<file path="src/rtl/uart_rx.sv">
// uart_rx: oversampling-by-count UART receiver (8N1) with a ready/valid byte output.
// Define UART_RX_PARITY_EN for 8E1 framing and the parity_err_o output.
module uart_rx #(
    parameter int CLKS_PER_BIT   = 868,
    parameter int RX_SYNC_STAGES = 2
) (
    input  logic       clk_i,
    input  logic       arstn_i,
    input  logic       rx_i,
    input  logic       ready_i,
    output logic [7:0] data_o,
    output logic       valid_o,
    output logic       frame_err_o,
`ifdef UART_RX_PARITY_EN
    output logic       parity_err_o,
`endif
    output logic       overrun_o
);
    localparam logic [15:0] HALF = 16'(CLKS_PER_BIT / 2);
    localparam logic [15:0] FULL = 16'(CLKS_PER_BIT - 1);

    typedef enum logic [2:0] {IDLE, START, DATA, PARITY, STOP} state_t;

    state_t                    state_q;
    logic [RX_SYNC_STAGES-1:0] sync_q;
    logic                      rxs_prev_q;
    logic [15:0]               cnt_q;
    logic [2:0]                bit_q;
    logic [7:0]                shift_q;
    logic [7:0]                data_q;
    logic                      valid_q;
    logic                      fe_q;
    logic                      overrun_q;
    logic                      rxs;
    logic                      hit_d;
    logic                      pe_d;
`ifdef UART_RX_PARITY_EN
    logic                      par_q;
    logic                      pe_q;
    assign pe_d         = ^{shift_q, par_q};
    assign parity_err_o = pe_q;
`else
    assign pe_d = 1'b0;
`endif

    assign rxs         = sync_q[RX_SYNC_STAGES-1];
    assign hit_d       = cnt_q == FULL;
    assign data_o      = data_q;
    assign valid_o     = valid_q;
    assign frame_err_o = fe_q;
    assign overrun_o   = overrun_q;

    always_ff @(posedge clk_i or negedge arstn_i) begin
        if (!arstn_i) begin
            state_q    <= IDLE;
            sync_q     <= '1;
            rxs_prev_q <= 1'b1;
            cnt_q      <= '0;
            bit_q      <= '0;
            shift_q    <= '0;
            data_q     <= '0;
            valid_q    <= 1'b0;
            fe_q       <= 1'b0;
            overrun_q  <= 1'b0;
`ifdef UART_RX_PARITY_EN
            par_q      <= 1'b0;
            pe_q       <= 1'b0;
`endif
        end else begin
            sync_q     <= {sync_q[RX_SYNC_STAGES-2:0], rx_i};
            rxs_prev_q <= rxs;
            overrun_q  <= 1'b0;
            if (valid_q && ready_i) valid_q <= 1'b0;
            case (state_q)
                IDLE: if (rxs_prev_q && !rxs) begin
                    state_q <= START;
                    cnt_q   <= '0;
                    bit_q   <= '0;
                end
                START: if (cnt_q == HALF) begin
                    cnt_q   <= '0;
                    state_q <= rxs ? IDLE : DATA;
                end else cnt_q <= cnt_q + 16'd1;
                DATA: if (hit_d) begin
                    cnt_q   <= '0;
                    shift_q <= {rxs, shift_q[7:1]};
                    bit_q   <= bit_q + 3'd1;
`ifdef UART_RX_PARITY_EN
                    if (bit_q == 3'd7) state_q <= PARITY;
`else
                    if (bit_q == 3'd7) state_q <= STOP;
`endif
                end else cnt_q <= cnt_q + 16'd1;
`ifdef UART_RX_PARITY_EN
                PARITY: if (hit_d) begin
                    cnt_q   <= '0;
                    par_q   <= rxs;
                    state_q <= STOP;
                end else cnt_q <= cnt_q + 16'd1;
`endif
                STOP: if (hit_d) begin
                    cnt_q   <= '0;
                    state_q <= IDLE;
                    // A full output slot that is not being drained this cycle drops the new byte.
                    if (!valid_q || ready_i) begin
                        data_q  <= shift_q;
                        fe_q    <= !rxs;
                        valid_q <= 1'b1;
`ifdef UART_RX_PARITY_EN
                        pe_q    <= pe_d;
`endif
                    end else overrun_q <= 1'b1;
                end else cnt_q <= cnt_q + 16'd1;
                default: state_q <= IDLE;
            endcase
        end
    end

`ifndef UART_RX_PARITY_EN
    logic unused_pe;
    assign unused_pe = pe_d;
`endif
endmodule

</file>
<file path="config.mk">
export PLATFORM = sky130hd
export DESIGN_NAME = uart_rx
export DESIGN_NICKNAME = d
export VERILOG_FILES = /design/src/rtl/uart_rx.sv
export SDC_FILE = /design/constraint.sdc
export NUM_CORES = 1
export LEC_CHECK = 0
export ABC_AREA = 1
export BUFFER_PORTS_ARGS = -buffer_cell sky130_fd_sc_hd__buf_2
export CORE_MARGIN = 8
export CORE_UTILIZATION = 55
export DETAILED_ROUTE_END_ITERATION = 7
export HOLD_SLACK_MARGIN = 0.06
export MAX_ROUTING_LAYER = met4
export PLACE_DENSITY = 0.73
export REMOVE_ABC_BUFFERS = 1
export SYNTH_ARGS = -nofsm -noshare
export SYNTH_HDL_FRONTEND = slang
export SYNTH_SLANG_ARGS = --single-unit
</file>
<file path="constraint.sdc">
create_clock -name clk_i -period 2.65 [get_ports clk_i]
set_input_delay 0.53 -clock clk_i [delete_from_list [all_inputs] [get_ports clk_i]]
set_output_delay 0.53 -clock clk_i [all_outputs]
set_load 0.03 [all_outputs]
</file>
==> impl_metrics.ini <==
[finish]
area_delta_synth_final_pct = 9.463
postLayoutCoreUtil = 0.6192
finalInstanceArea_um2 = 2678
num_antenna_cells = 0
fin_nets = 344
drive_above_1_share = 0.1543

[floorplanning]
die_w_um = 82.69
initial_core_util = 0.5657
die_area_um2 = 6838
row_count = 24
core_um2 = 4324
fp.dieH_um = 82.69
top_level_ports = 15

[route]
met1_length_mm = 2.347
finalWirelength_mm = 4.891
vias = 2048
antenna_left = 0
highest_layer = met4
viasPerCell = 5.265
wl_met3_um = 272
drt_iter0_drc = 114
remaining_drc_errors = 0
drt-pass1-iter-count = 4
wl_met2_mm = 2.206
routedWlPerCell_um = 12.57

[clock_network]
htree_levels = 2
tritoncts = yes
cts_resized = 0
clkLatencyLatePin_ns = 0.31
clk_pin_slew_ns = 0.09
clockBufferDepth = 2
numCtsBuffers = 5
clkSinkCount = 44
post_cts_buffers = 0
clockRootBuffer = clkbuf_8
holdBufCountCts = 0

[global_route]
grt_usage = 0.1699
gr-total-overflow = 0
grt_max_degree = 44
antenna_found_initial = 0
grt_pass1_wl_mm = 8.742
grt_pass1_vias = 1910

[synth]
syn_inst = 318
syn_area_um2 = 2446
ys_ff_latch = 44
synth_cell_type_count = 23
avgSynthCellArea_um2 = 7.692
yosys_warnings = 0
ys_seq_area_frac = 0.4517

[power_and_ir_drop]
p_leak_nw = 1.352
p_per_area_nw_per_um2 = 707.8
vdd_drop_max_mv = 0.5806

[timing]
setup_tns_ns = 0
finalCritPeriodShare = 0.6394
relSlewSlack = 0.3766
hold_viol = 0
worstMarginPinSlew_ns = 0.9351
clock_skew_ns = 0.01366
period_needed_ns = 1.694
timing.fmax_ghz = 0.5902
maxSlewViolCount = 0
rsz0062_at_grt = no
setup_viol = 0

[run_status]
status = completed

[setup_path]
crit_arrival_ns = 1.89
critPathKind = reg2reg
critPathLaunchType = register
crit_fanout = 16
required_ns = 2.85
endpoint_kind = register

[placement]
gp_routability_congestion = 0.9281
placed_cell_area_um2 = 2561
io_buffers = 14
hpwl_mm = 3.552

[worst_hold_path]
hold_path_class = in2reg

[run]
cap_viol_max_count = 0
==> final cells by class <==
type,instances,area (um2)
fill,411,1647
multi-input combinational,225,1134
sequential,44,1105
inverter,42,157.7
timing repair buffer,18,100.1
clock buffer,5,68.82
tap,52,65.06
clock inverter,3,47.55
==> path summary, 6_finish.rpt <==
kind	from	endpoint	slack [ns]	cells after the start
min	rx_i	sync_q[0]$_DFF_PN1_	0.32	1
min reg2reg	sync_q[0]$_DFF_PN1_	sync_q[1]$_DFF_PN1_	0.36	0
max reg2reg	cnt_q[1]$_DFFE_PN0P_	bit_q[0]$_DFFE_PN0P_	0.96	6
max in group asynchronous	arstn_i	sync_q[1]$_DFF_PN1_	1.60	2
min in group asynchronous	arstn_i	cnt_q[8]$_DFFE_PN0P_	0.36	1
max	cnt_q[1]$_DFFE_PN0P_	bit_q[0]$_DFFE_PN0P_	0.96	6
==> per-layer routing <==
metal / GRT usage / up-vias
met5: - / -
met4: 0.05862 / 0
met3: 0.03680 / 7
met2: 0.2471 / 47
met1: 0.2281 / 930
li1: - / 1064
==> layout by cell type (no fill, tap or decap), types with 2 or more instances in the layout <==
| cell | count |
|---|---|
| nand2_1 | 95 |
| nand3_1 | 45 |
| inv_1 | 42 |
| dfrtp_1 | 41 |
| nor2_1 | 27 |
| o21ai_2 | 14 |
| buf_2 | 14 |
| nand4_1 | 11 |
| o21ai_0 | 8 |
| clkbuf_8 | 5 |
| xor2_1 | 4 |
| ha_1 | 4 |
| buf_4 | 4 |
| nand2_2 | 3 |
| nor2_2 | 3 |
| nor3_1 | 3 |
| o211ai_1 | 3 |
| dfstp_2 | 3 |
| clkinv_4 | 2 |
==> logic make-up (layout without fill, tap and decap cells) <==
| kind of cell | count (synthesis) | count (layout) | share of synthesized area |
|---|---|---|---|
| AND/OR/NAND/NOR | 191 | 191 | 0.3509 |
| buffers and inverters | 49 | 68 | 0.08491 |
| flip-flops | 44 | 44 | 0.4517 |
| AO/OA/AOI/OAI | 26 | 26 | 0.07775 |
| adder cells (fa/ha/maj) | 4 | 4 | 0.02046 |
| XOR/XNOR | 4 | 4 | 0.01432 |
==> sequential cells by signal, indices dropped and copies added (netlist names) <==
register / count
state_q: 3
overrun_o: 1
valid_o: 1
sync_q: 2
cnt_q: 16
bit_q: 3
shift_q: 8
frame_err_o: 1
rxs_prev_q: 1
data_o: 8
==> cell usage after synthesis <==
cell type / count / area (um2)
nand2_1: 95 / 356.6
nand3_1: 45 / 225.2
inv_1: 42 / 157.7
dfrtp_1: 41 / 1026
nor2_1: 27 / 101.4
o21ai_2: 14 / 122.6
nand4_1: 11 / 68.82
o21ai_0: 8 / 40.04
buf_2: 4 / 20.02
ha_1: 4 / 50.05
xor2_1: 4 / 35.03
dfstp_2: 3 / 78.83
nand2_2: 3 / 18.77
nor2_2: 3 / 18.77
nor3_1: 3 / 15.01
o211ai_1: 3 / 22.52
buf_6: 2 / 22.52
a21oi_1: 1 / 5.000
and2_1: 1 / 6.260
buf_4: 1 / 7.510
nand3_2: 1 / 10.01
nand4_4: 1 / 21.27
nor3_4: 1 / 16.27
==> report_power, final <==
part | total, mW | switching, mW | internal (mW)
clock | 0.531 | 0.247 | 0.284
sequential | 0.797 | 0.0681 | 0.729
combinational | 0.567 | 0.404 | 0.163
total | 1.90 | 0.719 | 1.18
==> through the flow <==
stage                     cells  hold slack [ns]  total power [mW]  worst slack [ns]
final                       389           0.3240             1.895            0.9557
after global routing        389           0.3019             2.023            0.7793
after CTS                   389           0.3123             1.913            0.9536
after detailed placement    381           0.3488             1.373            0.9734
after global placement      381           0.3486             1.369             1.003
after floorplan             311           0.2344             1.187            0.6443
==> worst max-delay path, cell delays in order (launching register included) <==
cell and delay [ns]:
dfrtp_1 0.40, ha_1 0.26, nand2_1 0.13, nor3_4 0.21, nand3_2 0.32, nand3_1 0.20, o21ai_2 0.06
Note: power is estimated with default switching activity, not from simulation.
